File: config.mk
export PLATFORM = sky130hd
export DESIGN_NAME = alu_issue_ctrl
export DESIGN_NICKNAME = d
export VERILOG_FILES = /design/src/rtl/alu_issue_ctrl.sv
export SDC_FILE = /design/constraint.sdc
export NUM_CORES = 1
export LEC_CHECK = 0
export BUFFER_PORTS_ARGS = -buffer_cell sky130_fd_sc_hd__buf_2
export CAP_MARGIN = 20
export CORE_ASPECT_RATIO = 1.75
export CORE_MARGIN = 1
export CORE_UTILIZATION = 45
export DETAILED_ROUTE_END_ITERATION = 10
export GPL_TIMING_DRIVEN = 0
export HOLD_SLACK_MARGIN = 0.05
export PLACE_DENSITY = 0.67
export REMOVE_ABC_BUFFERS = 1
export SLEW_MARGIN = 30
export SYNTH_ARGS = -nofsm -noshare
export SYNTH_HDL_FRONTEND = slang
export SYNTH_SLANG_ARGS = --single-unit
export TNS_END_PERCENT = 20
File: constraint.sdc
create_clock -name clk_p_i -period 4.7 [get_ports clk_p_i]
set_input_delay 0.47 -clock clk_p_i [delete_from_list [all_inputs] [get_ports clk_p_i]]
set_output_delay 0.47 -clock clk_p_i [all_outputs]
set_load 0.05 [all_outputs]
File: src/rtl/alu_issue_ctrl.sv
// Issue controller and result collector for the pipelined 8-bit ALU, with credit-based admission.
// Optional reference self-check of ALU results is enabled by defining ALU_SELF_CHECK_EN.
module alu_issue_ctrl #(
  parameter int ALU_LAT    = 2,
  parameter int FIFO_DEPTH = 4,
  parameter int TAG_W      = 4
) (
  input  logic             clk_p_i,
  input  logic             reset_p_i,
  input  logic             cmd_valid_i,
  output logic             cmd_ready_o,
  input  logic [2:0]       cmd_inst_i,
  input  logic [7:0]       cmd_a_i,
  input  logic [7:0]       cmd_b_i,
  input  logic [TAG_W-1:0] cmd_tag_i,
  output logic [7:0]       alu_a_o,
  output logic [7:0]       alu_b_o,
  output logic [2:0]       alu_inst_o,
  input  logic [15:0]      alu_data_i,
  output logic             res_valid_o,
  input  logic             res_ready_i,
  output logic [15:0]      res_data_o,
  output logic [TAG_W-1:0] res_tag_o,
  output logic [2:0]       res_inst_o,
  output logic             busy_o
`ifdef ALU_SELF_CHECK_EN
  ,
  output logic             chk_err_o,
  output logic [15:0]      chk_err_cnt_o
`endif
);

  localparam int PTR_W = (FIFO_DEPTH > 1) ? $clog2(FIFO_DEPTH) : 1;
  localparam int CNT_W = $clog2(FIFO_DEPTH + 1);

  logic [ALU_LAT:0]   pv_q, pv_d;
  logic [TAG_W-1:0]   tagPipe_q [ALU_LAT+1];
  logic [2:0]         instPipe_q [ALU_LAT+1];
  logic [7:0]         aluA_q, aluB_q;
  logic [2:0]         aluInst_q;
  logic               readyEn_q;
  logic [PTR_W-1:0]   wrPtr_q, wrPtr_d, rdPtr_q, rdPtr_d;
  logic [CNT_W-1:0]   fifoCount_q, fifoCount_d;
  logic [15:0]        memData_q [FIFO_DEPTH];
  logic [TAG_W-1:0]   memTag_q [FIFO_DEPTH];
  logic [2:0]         memInst_q [FIFO_DEPTH];
  logic               accept, pushEn, popEn;
  int                 creditUsed;

  // Every in-flight op already owns a FIFO slot, so a push can never find the FIFO full.
  assign creditUsed  = int'(fifoCount_q) + $countones(pv_q);
  assign cmd_ready_o = readyEn_q & (creditUsed < FIFO_DEPTH);
  assign accept      = cmd_valid_i & cmd_ready_o;
  assign pushEn      = pv_q[ALU_LAT];
  assign res_valid_o = (fifoCount_q != '0);
  assign popEn       = res_valid_o & res_ready_i;

  assign alu_a_o    = aluA_q;
  assign alu_b_o    = aluB_q;
  assign alu_inst_o = aluInst_q;
  assign res_data_o = res_valid_o ? memData_q[rdPtr_q] : '0;
  assign res_tag_o  = res_valid_o ? memTag_q[rdPtr_q]  : '0;
  assign res_inst_o = res_valid_o ? memInst_q[rdPtr_q] : '0;
  assign busy_o     = (|pv_q) | res_valid_o;

  always_comb begin
    pv_d        = {pv_q[ALU_LAT-1:0], accept};
    wrPtr_d     = wrPtr_q;
    rdPtr_d     = rdPtr_q;
    fifoCount_d = fifoCount_q;
    if (pushEn) wrPtr_d = wrPtr_q + 1'b1;
    if (popEn)  rdPtr_d = rdPtr_q + 1'b1;
    case ({pushEn, popEn})
      2'b10:   fifoCount_d = fifoCount_q + 1'b1;
      2'b01:   fifoCount_d = fifoCount_q - 1'b1;
      default: fifoCount_d = fifoCount_q;
    endcase
  end

  always_ff @(posedge clk_p_i) begin
    if (reset_p_i) begin
      readyEn_q   <= 1'b0;
      pv_q        <= '0;
      aluA_q      <= '0;
      aluB_q      <= '0;
      aluInst_q   <= '0;
      wrPtr_q     <= '0;
      rdPtr_q     <= '0;
      fifoCount_q <= '0;
      for (int k = 0; k <= ALU_LAT; k++) begin
        tagPipe_q[k]  <= '0;
        instPipe_q[k] <= '0;
      end
    end else begin
      readyEn_q   <= 1'b1;
      pv_q        <= pv_d;
      wrPtr_q     <= wrPtr_d;
      rdPtr_q     <= rdPtr_d;
      fifoCount_q <= fifoCount_d;
      if (accept) begin
        aluA_q    <= cmd_a_i;
        aluB_q    <= cmd_b_i;
        aluInst_q <= cmd_inst_i;
      end
      tagPipe_q[0]  <= cmd_tag_i;
      instPipe_q[0] <= cmd_inst_i;
      for (int k = 1; k <= ALU_LAT; k++) begin
        tagPipe_q[k]  <= tagPipe_q[k-1];
        instPipe_q[k] <= instPipe_q[k-1];
      end
    end
  end

  // Storage needs no reset; validity comes from the count, and a reset edge never writes.
  always_ff @(posedge clk_p_i) begin
    if (pushEn && !reset_p_i) begin
      memData_q[wrPtr_q] <= alu_data_i;
      memTag_q[wrPtr_q]  <= tagPipe_q[ALU_LAT];
      memInst_q[wrPtr_q] <= instPipe_q[ALU_LAT];
    end
  end

`ifdef ALU_SELF_CHECK_EN
  logic [15:0]      refResult, aExt, bExt;
  logic [7:0]       absA;
  logic             refChk, chkMiss;
  logic [15:0]      refPipe_q [ALU_LAT+1];
  logic [ALU_LAT:0] chkPipe_q;
  logic             chkErr_q;
  logic [15:0]      chkErrCnt_q;

  always_comb begin
    aExt      = {8'h00, cmd_a_i};
    bExt      = {8'h00, cmd_b_i};
    absA      = cmd_a_i[7] ? (8'h00 - cmd_a_i) : cmd_a_i;
    refChk    = (cmd_inst_i != 3'b111);
    refResult = '0;
    case (cmd_inst_i)
      3'b000:  refResult = aExt + bExt;
      3'b001:  refResult = bExt - aExt;
      3'b010:  refResult = aExt * bExt;
      3'b011:  refResult = {8'h00, cmd_a_i & cmd_b_i};
      3'b100:  refResult = {8'h00, cmd_a_i ^ cmd_b_i};
      3'b101:  refResult = {8'h00, absA};
      3'b110:  refResult = (bExt - aExt) << 2;
      default: refResult = '0;
    endcase
  end

  assign chkMiss       = pushEn & chkPipe_q[ALU_LAT] & (alu_data_i != refPipe_q[ALU_LAT]);
  assign chk_err_o     = chkErr_q;
  assign chk_err_cnt_o = chkErrCnt_q;

  always_ff @(posedge clk_p_i) begin
    if (reset_p_i) begin
      chkPipe_q   <= '0;
      chkErr_q    <= 1'b0;
      chkErrCnt_q <= '0;
      for (int k = 0; k <= ALU_LAT; k++) refPipe_q[k] <= '0;
    end else begin
      chkPipe_q    <= {chkPipe_q[ALU_LAT-1:0], refChk};
      refPipe_q[0] <= refResult;
      for (int k = 1; k <= ALU_LAT; k++) refPipe_q[k] <= refPipe_q[k-1];
      chkErr_q <= chkMiss;
      if (chkMiss && (chkErrCnt_q != 16'hFFFF)) chkErrCnt_q <= chkErrCnt_q + 16'd1;
    end
  end
`endif

endmodule

=== Yosys cells after proc, flatten, opt, wreduce, memory -nomap -nowiden ===
Memory sizes are Yosys's and may differ from the RTL's. A register that Yosys moved wholly into a read port is not among the register bits.
Cells that the tools add are included.

* Reduce and logical (&&, ||, !) cells: 5
* $add $sub $neg: 7
* Order comparisons: 1
* Eq/ne operators: 2
* Mux-type cells: 21
* Bitwise logic cells: 10

{| class="wikitable"
|+ Operators by type and width
! cell !! number
|-
| $mux 16 || 1
|-
| $mux 4 || 4
|-
| $mux 2 || 6
|-
| $mux 3 || 4
|-
| $or 1x1->1 || 7
|-
| $pmux 3 s2 || 1
|-
| $mux 1 || 5
|-
| $add 2x1->2 const B || 2
|-
| $add 3x3->4 || 1
|-
| $lt 4x3->1 const B || 1
|-
| $add 2x1->3 || 1
|-
| $add 3x1->3 const B || 1
|-
| $and 1x1->1 || 3
|-
| $reduce_bool 3->1 || 1
|-
| $reduce_or 3->1 || 1
|-
| $sub 3x1->3 const B || 1
|-
| $add 1x1->2 || 1
|-
| $eq 2x1->1 const B || 1
|-
| $eq 2x2->1 const B || 1
|-
| $reduce_bool 2->1 || 1
|-
| $logic_and 1x1->1 || 1
|-
| $logic_not 1->1 || 1
|}

* Memory bits (writable): 113
* Logic and storage cells: 59
* Bits of input ports: 43
* Memories: 5
* Output and inout bits: 45
* Register bits: 30

{| class="wikitable"
|+ Memories
! name !! depth !! width !! read ports !! clocked after Yosys merged registers in !! wr ports !! RTL line !! text
|-
| memData_q || 4 || 16 || 1 || 1 || 1 || 44 || <nowiki>logic [15:0] memData_q [FIFO_DEPTH];</nowiki>
|-
| memTag_q || 4 || 4 || 1 || 1 || 1 || 45 || <nowiki>logic [TAG_W-1:0] memTag_q [FIFO_DEPTH];</nowiki>
|-
| memInst_q || 4 || 3 || 1 || 1 || 1 || 46 || <nowiki>logic [2:0] memInst_q [FIFO_DEPTH];</nowiki>
|-
| tagPipe_q || 3 || 4 || 3 || 0 || 3 || 37 || <nowiki>logic [TAG_W-1:0] tagPipe_q [ALU_LAT+1];</nowiki>
|-
| instPipe_q || 3 || 3 || 3 || 0 || 3 || 38 || <nowiki>logic [2:0] instPipe_q [ALU_LAT+1];</nowiki>
|}

=== Depth between registers and ports, before layout ===
* Depth after elaboration: 6
* Mapped depth: 8
* Depth with buffers taken out: 8

=== Worst setup path after synthesis ===
Ideal clock, no wire load.

* Path kind: reg-to-output
* From: register with a tool-made name
* To: output res_data_o[10]
* Path slack: 2.641 ns
* Cell stages (with the launch flop): 5
* Data required time: 4.230 ns
* Arrival: 1.589 ns
* Cell sequence: dfxtp_1 -> buf_6 -> buf_12 -> mux4_2 -> nor2b_1

{| class="wikitable"
|+ RTL lines
! element !! RTL line !! text
|-
| end, declared || 22 || <nowiki>output logic [15:0] res_data_o,</nowiki>
|}

==> metrics.cfg <==
[placed_design]
dpl.hpwl_um=5900
place_congestion=0.662
post-place-cells=548
port_buffers=87

[synth]
synth_area_sq_mm=0.00549
synthFlopType=edfxtp_1
syn-mean-instance-area_sq_um=16.3
synth_area_leaders=edfxtp_1, dfxtp_1, mux4_2, nor2b_1, mux2i_1
ys_ff_latch=145
ys_warn_count=0
async_flop_share_pct=0
yosysTopAreaCell=edfxtp_1
ys_seq_area_share_pct=69.6
synth-edff-count=92
netlist.area_leader.share_pct=50.3
synth_cell_types=31
netlist_instances=337

[sta]
tns_ns=0
rsz0062_at_grt=no
layout_worst_path_cycle_share_pct=56.3
max_slew.worst_pin.slew_ns=0.640
max-slew-margin-rel_pct=57.3
fmax_mhz=378
setup_viol=0
period_needed_ns=2.65
skew_ns=0.00867
maxSlewViolCount=0
final_hold_viol_count=0

[power_and_ir_drop]
vdd_drop_max_mv=0.335
total_power_w=0.00296
p_sw_share_pct=21.8
pwr-share-seq_pct=46.9
power.net_switching_w=0.000646
intPower_w=0.00231
power.share.clock_pct=45.8
p_per_area_mw_per_mm2=446
cellLeakagePower_nw=2.52
p_comb_share_pct=7.3

[detailed_routing]
vias=2901
drt_iter0_drc=109
drc=0
wirelength_um=9220
ant_nets=0
dr.pass1.iters=6
wire_per_inst_um=15.9
via_per_inst=5.00

[worst_setup_path]
cp_data_arrival_time_ns=2.18
path_class=register to output pin
crit_fanout=12
end_kind=output pin
cp-start-kind=register
required_ns=4.23

[final_layout]
nets=482
most-common-layout-cells=edfxtp_1, buf_2, dfxtp_1
area_growth_pct=20.8
layout.cells.non_filler=580
drive_gt1_share_pct=35.4
layout_commonest_cell=edfxtp_1
diodes=0

[grt]
grt_pass1_wl_um=14500
grt_usage_pct=15.5
antenna_found_initial=0
grt_pass1_vias=2927
grt_max_degree=38
grt_overflow=0

[die]
io_pins=88
die_x_um=85.5
dieArea_sq_mm=0.0127
core_sq_mm=0.0119
num_rows=53
start_util_pct=46.0
dieHeight_um=148

[clock_tree]
cts_tree=built
cts_setup_buffers=0
cts.sinks=145
post_cts_resized=0
clockBufferDepth=2
ctsRootBufferMaster=clkbuf_16
numCtsBuffers=17
cts_max_level=4
ctsHoldBuffers=0
clk_pin_slew_ns=0.05
clkLatencyLatePin_ns=0.41

[run_status]
status=completed

[min_path]
hold_path_class=input pin to register

[job]
maxCapViolations=0

cell usage after synthesis, drive strengths merged (2+ instances only):
| cell | number |
|---|---|
| o21ai | 2 |
| clkbuf | 6 |
| fa | 2 |
| nor2 | 11 |
| or3 | 2 |
| dfxtp | 53 |
| xor2 | 3 |
| mux2 | 3 |
| mux4 | 23 |
| nand3 | 2 |
| ha | 7 |
| and3 | 5 |
| nand2 | 33 |
| nor2b | 47 |
| a21oi | 3 |
| edfxtp | 92 |
| inv | 10 |
| buf | 10 |
| mux2i | 17 |
cells by family (layout without fill, tap and decap cells):
kind of cell | Yosys count | in the layout | share of synthesized area (%)
xor+xnor | 4 | 4 | 0.638
mux | 43 | 43 | 13.1
compound gates | 6 | 6 | 0.592
simple gates | 103 | 103 | 10.5
buf+inv | 27 | 133 | 3.17
fa+ha+maj | 9 | 9 | 2.32
flops | 145 | 145 | 69.6
path summary, 6_finish.rpt:
kind,start,to,slack [ns],cells after the start
worst min register to register,tagPipe_q[0][4]$_SDFF_PP0_,tagPipe_q[0][8]$_SDFF_PP0_,0.43,1
worst max register to register,fifoCount_q[0]$_SDFFE_PP0P_,fifoCount_q[2]$_SDFFE_PP0P_,2.69,8
worst max-delay path,register,res_tag_o[0],2.05,4
worst min-delay path,cmd_tag_i[2],tagPipe_q[0][2]$_SDFF_PP0_,0.27,2
power groups by stage:
| stage | sequential (W) | combinational [W] | clock, W |
|---|---|---|---|
| finish | 0.00139 | 0.000217 | 0.00135 |
| global placement | 0.00142 | 0.000204 | 0 |
| detailed placement | 0.00141 | 0.000220 | 0 |
| CTS | 0.00139 | 0.000221 | 0.00138 |
| floorplan | 0.00145 | 0.000113 | 0 |
| global route | 0.00139 | 0.000232 | 0.00143 |
layer usage:
layer  up-vias  wire length [um]  GRT usage [%]  part of all wire, %
li1       1398                 -              -                    -
met1      1432              3470           16.3                   38
met2        60              5280           28.6                   57
met3        11               308           4.16                  3.3
met4         0               165           6.92                  1.8
met5         -                 0              0                    0
stage by stage:
step                      hold slack (ns)  utilization [%]  setup WS [ns]  instance area (sq um)
after global routing                0.261             55.6           1.93                   6630
after CTS                           0.261             55.6           1.97                   6630
after detailed placement            0.422             50.5           1.55                   6030
final                               0.273             55.6           2.05                   6630
after global placement              0.417             50.0           1.38                   5970
after floorplan                     0.414                -           2.00                   5360
flip-flops by register name, indices dropped and copies added (netlist names), 2 cells and up, named ones only:
signal       count
alu_a_o          8
alu_b_o          8
alu_inst_o       3
fifoCount_q      3
instPipe_q       9
memData_q       64
memInst_q       12
memTag_q        16
pv_q             3
rdPtr_q          2
tagPipe_q       12
wrPtr_q          2
critical path: stages, from the launching register on:
cell and delay (ns):
dfxtp_2 0.65, buf_16 0.22, mux4_2 0.49, nor2b_1 0.16, buf_2 0.24
final cells by class:
class | instances | area [sq um]
tap | 137 | 171
clock buffer | 22 | 465
inverter | 11 | 41.3
clock inverter | 10 | 136
multi-input combinational | 165 | 1500
timing repair buffer | 90 | 493
sequential | 145 | 3830
fill | 1002 | 5300
Note: power is estimated with default switching activity, not from simulation.
